## config.mk

```make
export PLATFORM = sky130hd
export DESIGN_NAME = rf_wb_arbiter
export DESIGN_NICKNAME = d
export VERILOG_FILES = /design/src/rtl/rf_pkg.sv /design/src/rtl/rr_arb2.sv /design/src/rtl/rf_wb_arbiter.sv
export SDC_FILE = /design/constraint.sdc
export NUM_CORES = 1
export LEC_CHECK = 0
export CORE_MARGIN = 3
export CORE_UTILIZATION = 31
export DETAILED_ROUTE_END_ITERATION = 10
export PLACE_DENSITY_LB_ADDON = 0.3
export SETUP_SLACK_MARGIN = 0.2
export SYNTH_ARGS = -nofsm -noshare
export SYNTH_HDL_FRONTEND = slang
export SYNTH_SLANG_ARGS = --single-unit
```

## constraint.sdc

```tcl
create_clock -name clk -period 2.2 [get_ports clk]
set_clock_uncertainty 0.2 [all_clocks]
set_input_delay 0.22 -clock clk [delete_from_list [all_inputs] [get_ports clk]]
set_output_delay 0.22 -clock clk [all_outputs]
set_load 0.05 [all_outputs]
```

## src/rtl/rf_pkg.sv

```systemverilog
// Shared types and defaults for the register-file write-back controller.
package rf_pkg;

    localparam int DW_DEF = 16;
    localparam int AW_DEF = 4;
    localparam int NREG   = 16;

    typedef enum logic {
        INIT = 1'b0,
        RUN  = 1'b1
    } state_e;

    typedef enum logic {
        REQ_ALU = 1'b0,
        REQ_MEM = 1'b1
    } req_e;

    function automatic req_e other_req(input req_e r);
        return (r == REQ_ALU) ? REQ_MEM : REQ_ALU;
    endfunction

endpackage

```

## src/rtl/rr_arb2.sv

```systemverilog
// Two-requester round-robin arbiter; req/grant bit 0 is ALU, bit 1 is MEM.
module rr_arb2
    import rf_pkg::*;
(
    input  logic       clk,
    input  logic       reset,
    input  logic       en,
    input  logic [1:0] req,
    output logic [1:0] grant
);

    req_e prio_r;

    // One-hot grant from the request vector and the priority pointer
    always_comb begin
        grant = 2'b00;
        if (en) begin
            case (req)
                2'b01:   grant = 2'b01;
                2'b10:   grant = 2'b10;
                2'b11:   grant = (prio_r == REQ_ALU) ? 2'b01 : 2'b10;
                default: grant = 2'b00;
            endcase
        end else begin
            grant = 2'b00;
        end
    end

    // Priority pointer flips to the loser after every grant
    always_ff @(posedge clk or negedge reset) begin
        if (!reset) begin
            prio_r <= REQ_ALU;
        end else if (grant[0]) begin
            prio_r <= other_req(REQ_ALU);
        end else if (grant[1]) begin
            prio_r <= other_req(REQ_MEM);
        end else begin
            prio_r <= prio_r;
        end
    end

endmodule

```

## src/rtl/rf_wb_arbiter.sv

```systemverilog
// Register-file write-back controller: clear sequence, ALU/MEM round-robin, registered write stage.
// Define RF_WB_BYPASS_EN to forward the in-flight write onto data_out1/data_out2.
module rf_wb_arbiter
    import rf_pkg::*;
#(
    parameter int DW = DW_DEF,
    parameter int AW = AW_DEF
) (
    input  logic          clk,
    input  logic          reset,
    input  logic          alu_valid,
    input  logic [AW-1:0] alu_wa,
    input  logic [DW-1:0] alu_data,
    output logic          alu_ready,
    input  logic          mem_valid,
    input  logic [AW-1:0] mem_wa,
    input  logic [DW-1:0] mem_data,
    output logic          mem_ready,
    output logic          rf_write_enable,
    output logic [AW-1:0] rf_WA,
    output logic [DW-1:0] rf_data_in,
    output logic          init_done,
    input  logic [AW-1:0] RA1,
    input  logic [AW-1:0] RA2,
    input  logic [DW-1:0] rf_data_out1,
    input  logic [DW-1:0] rf_data_out2,
    output logic [DW-1:0] data_out1,
    output logic [DW-1:0] data_out2
);

    localparam logic [AW-1:0] LAST_ADDR = AW'(NREG - 1);

    state_e        state_r;
    logic [AW-1:0] init_cnt_r;
    logic          we_r;
    logic [AW-1:0] wa_r;
    logic [DW-1:0] wd_r;
    logic          done_r;
    logic [1:0]    grant_s;

    rr_arb2 u_arb (
        .clk   (clk),
        .reset (reset),
        .en    (state_r == RUN),
        .req   ({mem_valid, alu_valid}),
        .grant (grant_s)
    );

    assign alu_ready       = grant_s[0];
    assign mem_ready       = grant_s[1];
    assign rf_write_enable = we_r;
    assign rf_WA           = wa_r;
    assign rf_data_in      = wd_r;
    assign init_done       = done_r;

    // Clear sequence, then the registered write stage fed by the arbiter
    always_ff @(posedge clk or negedge reset) begin
        if (!reset) begin
            state_r    <= INIT;
            init_cnt_r <= '0;
            we_r       <= 1'b0;
            wa_r       <= '0;
            wd_r       <= '0;
            done_r     <= 1'b0;
        end else begin
            case (state_r)
                INIT: begin
                    we_r       <= 1'b1;
                    wa_r       <= init_cnt_r;
                    wd_r       <= '0;
                    init_cnt_r <= init_cnt_r + AW'(1);
                    if (init_cnt_r == LAST_ADDR) begin
                        state_r <= RUN;
                        done_r  <= 1'b1;
                    end else begin
                        state_r <= INIT;
                        done_r  <= 1'b0;
                    end
                end
                RUN: begin
                    case (grant_s)
                        2'b01: begin
                            we_r <= 1'b1;
                            wa_r <= alu_wa;
                            wd_r <= alu_data;
                        end
                        2'b10: begin
                            we_r <= 1'b1;
                            wa_r <= mem_wa;
                            wd_r <= mem_data;
                        end
                        default: begin
                            we_r <= 1'b0;
                        end
                    endcase
                end
                default: begin
                    state_r    <= INIT;
                    init_cnt_r <= '0;
                    we_r       <= 1'b0;
                    done_r     <= 1'b0;
                end
            endcase
        end
    end

`ifdef RF_WB_BYPASS_EN
    // Forward the write being presented this cycle to matching readers
    always_comb begin
        if (we_r && (wa_r == RA1)) begin
            data_out1 = wd_r;
        end else begin
            data_out1 = rf_data_out1;
        end
        if (we_r && (wa_r == RA2)) begin
            data_out2 = wd_r;
        end else begin
            data_out2 = rf_data_out2;
        end
    end
`else
    assign data_out1 = rf_data_out1;
    assign data_out2 = rf_data_out2;
`endif

endmodule

```

### Yosys cells after proc, flatten, opt, wreduce, memory -nomap -nowiden

Cells that the tools add are included.

* flip-flop bits (word level): 28
* bits of input ports: 84
* output and inout port bits: 56
* word-level logic and storage cells: 31

* add/sub/neg operators: 1
* equal/unequal tests: 7
* muxes and demuxes: 13
* bitwise logic cells: 1
* reductions and logical operators: 2

Operators with widths (count)
* 16-bit case mux with 2 select lines: 2
* 4-bit case mux with 2 select lines: 2
* 2-bit equality test (second input constant): 3
* 2-bit case mux with 3 select lines: 1
* 1-bit two-way mux: 5
* 4-bit by 1-bit adder with 4-bit output (second input constant): 1
* 2-bit by 1-bit equality test with 1-bit output (second input constant): 2
* 4-bit equality test (second input constant): 1
* 2-bit two-way mux: 2
* 3-bit by 1-bit inequality test with 1-bit output (second input constant): 1
* 1-bit case mux with 2 select lines: 1
* 2-bit nonzero test: 1
* 2-bit OR reduction: 1
* 1-bit NOT: 1

### Depth between registers and ports, before layout

Gate-level depths: netlist of the first run.

* depth after elaboration: 7
* mapped depth: 8
* depth with buffers taken out: 5

### By module

Synthesis of the first run repeated with hierarchy kept, for this count alone.

* cells, all modules: 156
* area total of the unflattened synthesis: 1788.0 um^2

By module, submodules not included
* rf_wb_arbiter: instances 1, cells each 148, area each 1726.7 um^2, seq. area each 675.6 um^2
* rr_arb2: instances 1, cells each 8, area each 61.3 um^2, seq. area each 25.0 um^2

### Worst setup path before layout of the first run

Ideal clock, no wire load.

* path kind: reg2reg
* start point: register u_arb.prio_r
* end point: register wd_r[0], in the netlist rf_data_in[0]
* setup time: 0.120 ns
* data arrival time: 2.233 ns
* data required time: 1.880 ns
* path slack: -0.353 ns
* cell stages (with the launch flop): 7
* buffers on the path: 1
* clock period less this slack: 2.553 ns
* cell sequence: dfrtp_1 > and2_1 > nor2_1 > ha_1 > buf_6 > mux2_4 > o211a_1

* cells in the longest elaborated chain, start to end: 6
* elaborated cells on any way between the ends: 8
* those cells by class: eq/ne (3); mux (5)

Ends and longest elaborated chain
* start: declaration: line rr_arb2.sv:12 `req_e prio_r;`
* start signal: assignment: line rr_arb2.sv:34 `prio_r <= other_req(REQ_ALU);`
* start signal: assignment: line rr_arb2.sv:36 `prio_r <= other_req(REQ_MEM);`
* start signal: assignment: line rr_arb2.sv:38 `prio_r <= prio_r;`
* 2-bit two-way mux *: line rr_arb2.sv:21 `2'b11: grant = (prio_r == REQ_ALU) ? 2'b01 : 2'b10;`
* 2-bit case mux with 3 select lines *: line rr_arb2.sv:18 `case (req)`
* 2-bit two-way mux *: line rr_arb2.sv:17 `if (en) begin`
* named net alu_ready: line rf_wb_arbiter.sv:14 `output logic alu_ready,`
* 2-bit equality test / 2-bit by 1-bit equality test with 1-bit output (equally long branches): line rf_wb_arbiter.sv:81 `case (grant_s)`
* 16-bit case mux with 2 select lines: line rf_wb_arbiter.sv:81
* 16-bit case mux with 2 select lines: line rf_wb_arbiter.sv:66 `case (state_r)`
* end signal: assignment: line rf_wb_arbiter.sv:85 `wd_r <= alu_data;`
* end signal: assignment: line rf_wb_arbiter.sv:90 `wd_r <= mem_data;`
* end: declaration: line rf_wb_arbiter.sv:37 `logic [DW-1:0] wd_r;`

Mark *: on every way through the listed nets, which the timed path passes. The rest lies on a longest branch.
A chain may end at the register's enable or synchronous reset.

### Worst setup path after layout of the first run

* start point: input alu_valid
* end point: register wd_r[4], in the netlist rf_data_in[4]

* cells in the longest elaborated chain, start to end: 6
* elaborated cells on any way between the ends: 10
* those cells by class: eq/ne (6); mux (4)

Ends and longest elaborated chain
* start: declaration: line rf_wb_arbiter.sv:11 `input logic alu_valid,`
* 2-bit equality test / 2-bit by 1-bit equality test with 1-bit output (equally long branches): line rr_arb2.sv:18
* 2-bit case mux with 3 select lines *: line rr_arb2.sv:18
* 2-bit two-way mux *: line rr_arb2.sv:17
* 2-bit equality test / 2-bit by 1-bit equality test with 1-bit output (equally long branches): line rf_wb_arbiter.sv:81
* 16-bit case mux with 2 select lines: line rf_wb_arbiter.sv:81
* 16-bit case mux with 2 select lines: line rf_wb_arbiter.sv:66

Mark *: on every way between the ends. The rest lies on a longest branch, timed or not.

==> flow_summary_export.csv, run 1 <==
group,metric,value,unit
floorplanning,fp.dieH,82.7,µm
placement,placed_cell_area,0.00246,mm²
clock_tree,clock_path_buffers,2,
flow_run,drv_cap,0,
timing,worst_pin_slew,515,ps
pwr,irDropWorstVdd,0.294,mV
clock_tree,cts_root_buf,"clkbuf_8",
timing,period_share,0.866,
critical_path,crit_fanout,12,
drt,routed_wl,3.98,mm
grt,grt.total_usage,0.121,
placement,hpwl,3.02,mm
pwr,p_per_area,766,mW/mm²
synthesis,synth.distinct_cells,22,
critical_path,slowest_delay,480,ps
timing,fin_crit,1910,ps
worst_hold_path,hp-class,"in2async",
timing,setup_viol,0,
synthesis,ys_seq_area_frac,0.384,
synthesis,synth_area,0.00182,mm²
clock_tree,numClockSinks,28,
critical_path,crit_chain,"clkdlybuf4s50_1 > inv_1 > o211ai_1 > buf_4 > ha_4 > buf_12 > mux2_4 > o211a_1",
clock_tree,cts_tree,"done",
placement,place_congestion,0.692,
grt,antenna_found_initial,0,
outcome,status,"completed",
synthesis,yosysWarnings,0,
critical_path,crit_type,"in2reg",
critical_path,slowest_stage,"clkdlybuf4s50_1",
grt,globalRouteOverflowTotal,0,
timing,worst_slack,294,ps
drt,viasPerCell,4.57,
timing,slew_headroom,0.656,
finish,postLayoutCoreUtil,0.450,
clock_tree,cts.htree.levels,1,
finish,antenna_cells,0,
floorplanning,die_w,82.7,µm
floorplanning,die_area,0.00684,mm²
drt,num_vias,1260,
timing,hold_viol,0,
floorplanning,core_area,0.00561,mm²
finish,num-nets-final,293,
drt,initialDrtViolationCount,28,
critical_path,cp-start-kind,"primary input",
synthesis,syn_avg_cell_area,11.5,µm²
synthesis,synth_nets,246,
finish,syn_to_final_growth,38.5,%
grt,grt_max_degree,29,
finish,final_area,0.00252,mm²
drt,drt-wirelength-per-cell,14.4,µm
drt,dr.pass1.iters,4,
critical_path,rrSetupSlack,320,ps
floorplanning,start_util,0.325,
floorplanning,design.portCount,140,
pwr,leakage,1.10,nW
timing,rsz0062_at_grt,"no",
finish,drive_gt1_frac,0.221,
clock_tree,cts_inserted_buffers,3,
drt,drc,0,
timing,max_freq,0.525,GHz
placement,preCtsSetupSlack,-5.96,ps
clock_tree,clock_latency,270,ps
timing,slew_viol_final,0,
critical_path,arrival,1870,ps
grt,grt_pass1_vias,1392,
critical_path,worstSetupEndpointType,"register",
placement,io_buffers,67,
synthesis,ys_ff_latch,28,
floorplanning,num_rows,27,
clock_tree,cts.clk_slew.worst_paths,100,ps
grt,grt_pass1_wl,6.44,mm
drt,final_antenna_net_count,0,
critical_path,required,2170,ps
synthesis,synthCells,158,
==> timing repair <==
item / 4_1_cts / 5_1_grt
hold buffers: 0 / 0
resized for setup: 0 / 1
buffers inserted: 0 / 1
endpoints found under the setup margin: 0 / 10
==> logic make-up (layout without fill, tap and decap cells) <==
kind of cell	count (synthesis)	after routing	synth area share
compound gates	24	24	0.121
xor+xnor	3	3	0.0144
fa+ha+maj	4	4	0.0275
buf+inv	42	88	0.173
flops	28	28	0.384
mux	21	21	0.160
simple gates	36	36	0.120
==> cell type report <==
cell class / count / area (µm²)
multi-input combinational: 88 / 840
clock buffer: 4 / 55.1
inverter: 1 / 3.75
timing repair buffer: 83 / 836
sequential: 28 / 701
tap: 72 / 90.1
fill: 547 / 3080
==> final timing paths <==
path,from,to,cells after the start
setup reg to reg,u_arb.prio_r,rf_data_in[4],6
hold reg to reg,init_done,init_done,2
min in group clk,rf_data_out1[10],data_out1[10],0
hold / removal,reset,init_done,2
setup / recovery,alu_valid,rf_data_in[4],8
max in group asynchronous,reset,rf_data_in[3],2
==> layout by cell type, fill, tap and decap left out, drive strengths merged <==
cell           netlist  final
o211a               17     17
nand3                5      5
nor2                 1      1
or2                  1      1
clkbuf               0      4
o211ai               5      5
xnor2                3      3
mux2                17     17
o31ai                1      1
or2b                 6      6
o21ai                1      1
ha                   4      4
dfrtp               28     28
buf                 41     18
nand2b              18     18
and2                 1      1
clkdlybuf4s50        0     65
nand2                3      3
inv                  1      1
mux2i                4      4
nand4b               1      1
==> cells in the mapped netlist (all sizes together) <==
library cell / number / area [µm²]
or2b: 6 / 45.0
inv: 1 / 3.75
nand3: 5 / 25.0
nand2b: 18 / 113
mux2i: 4 / 40.0
mux2: 17 / 251
or2: 1 / 6.26
o31ai: 1 / 7.51
xnor2: 3 / 26.3
nand2: 3 / 11.3
o21ai: 1 / 5.00
nor2: 1 / 3.75
and2: 1 / 6.26
o211ai: 5 / 37.5
buf: 41 / 312
nand4b: 1 / 8.76
dfrtp: 28 / 701
ha: 4 / 50.1
o211a: 17 / 170
==> stage by stage <==
step	TNS, ps	power (W)	std cells	hold WS (ps)
final	0	0.00193	276	124
after global routing	0	0.00204	276	136
after CTS	0	0.00197	275	127
after global placement	-37.6	0.00163	271	240
after floorplan	0	0.00144	158	-276
after detailed placement	-23.9	0.00164	271	240
==> report_power, final <==
group,internal (W),switching [W],leakage [nW],total [W]
combinational,0.000450,0.000507,0.742,0.000957
sequential,0.000607,0.0000511,0.325,0.000658
clock,0.000160,0.000159,0.0288,0.000319
total,0.00122,0.000717,1.10,0.00193
==> state kept, by name, summed over array words and instances (netlist names) <==
name and count:
init_cnt_r 4, init_done 1, rf_WA 4, rf_data_in 16
rf_write_enable 1, state_r 1, u_arb.prio_r 1
==> per-layer routing <==
metal	wire, µm	GRT usage	vias to the layer above
li1	-	-	604
met1	1600	0.143	592
met2	1980	0.207	58
met3	375	0.0466	6
met4	21	0.0294	0
met5	0	0	-
==> critical path, delay by kind of cell <==
family | cells | cell delay [ps]
compound gates | 2 | 360
mux | 1 | 300
buf+inv | 4 | 830
fa+ha+maj | 1 | 140
Note: power is estimated with default switching activity, not from simulation.
==> run 2, diff against run 1 <==
--- a/config.mk
+++ b/config.mk
@@ -7,6 +7,7 @@
 export LEC_CHECK = 0
 export CORE_MARGIN = 3
 export CORE_UTILIZATION = 31
+export CTS_CLUSTER_DIAMETER = 60
 export DETAILED_ROUTE_END_ITERATION = 10
 export PLACE_DENSITY_LB_ADDON = 0.3
 export SETUP_SLACK_MARGIN = 0.2
==> results of run 2 <==
The final DEF is identical to that of run 1; final timing and power are the same.
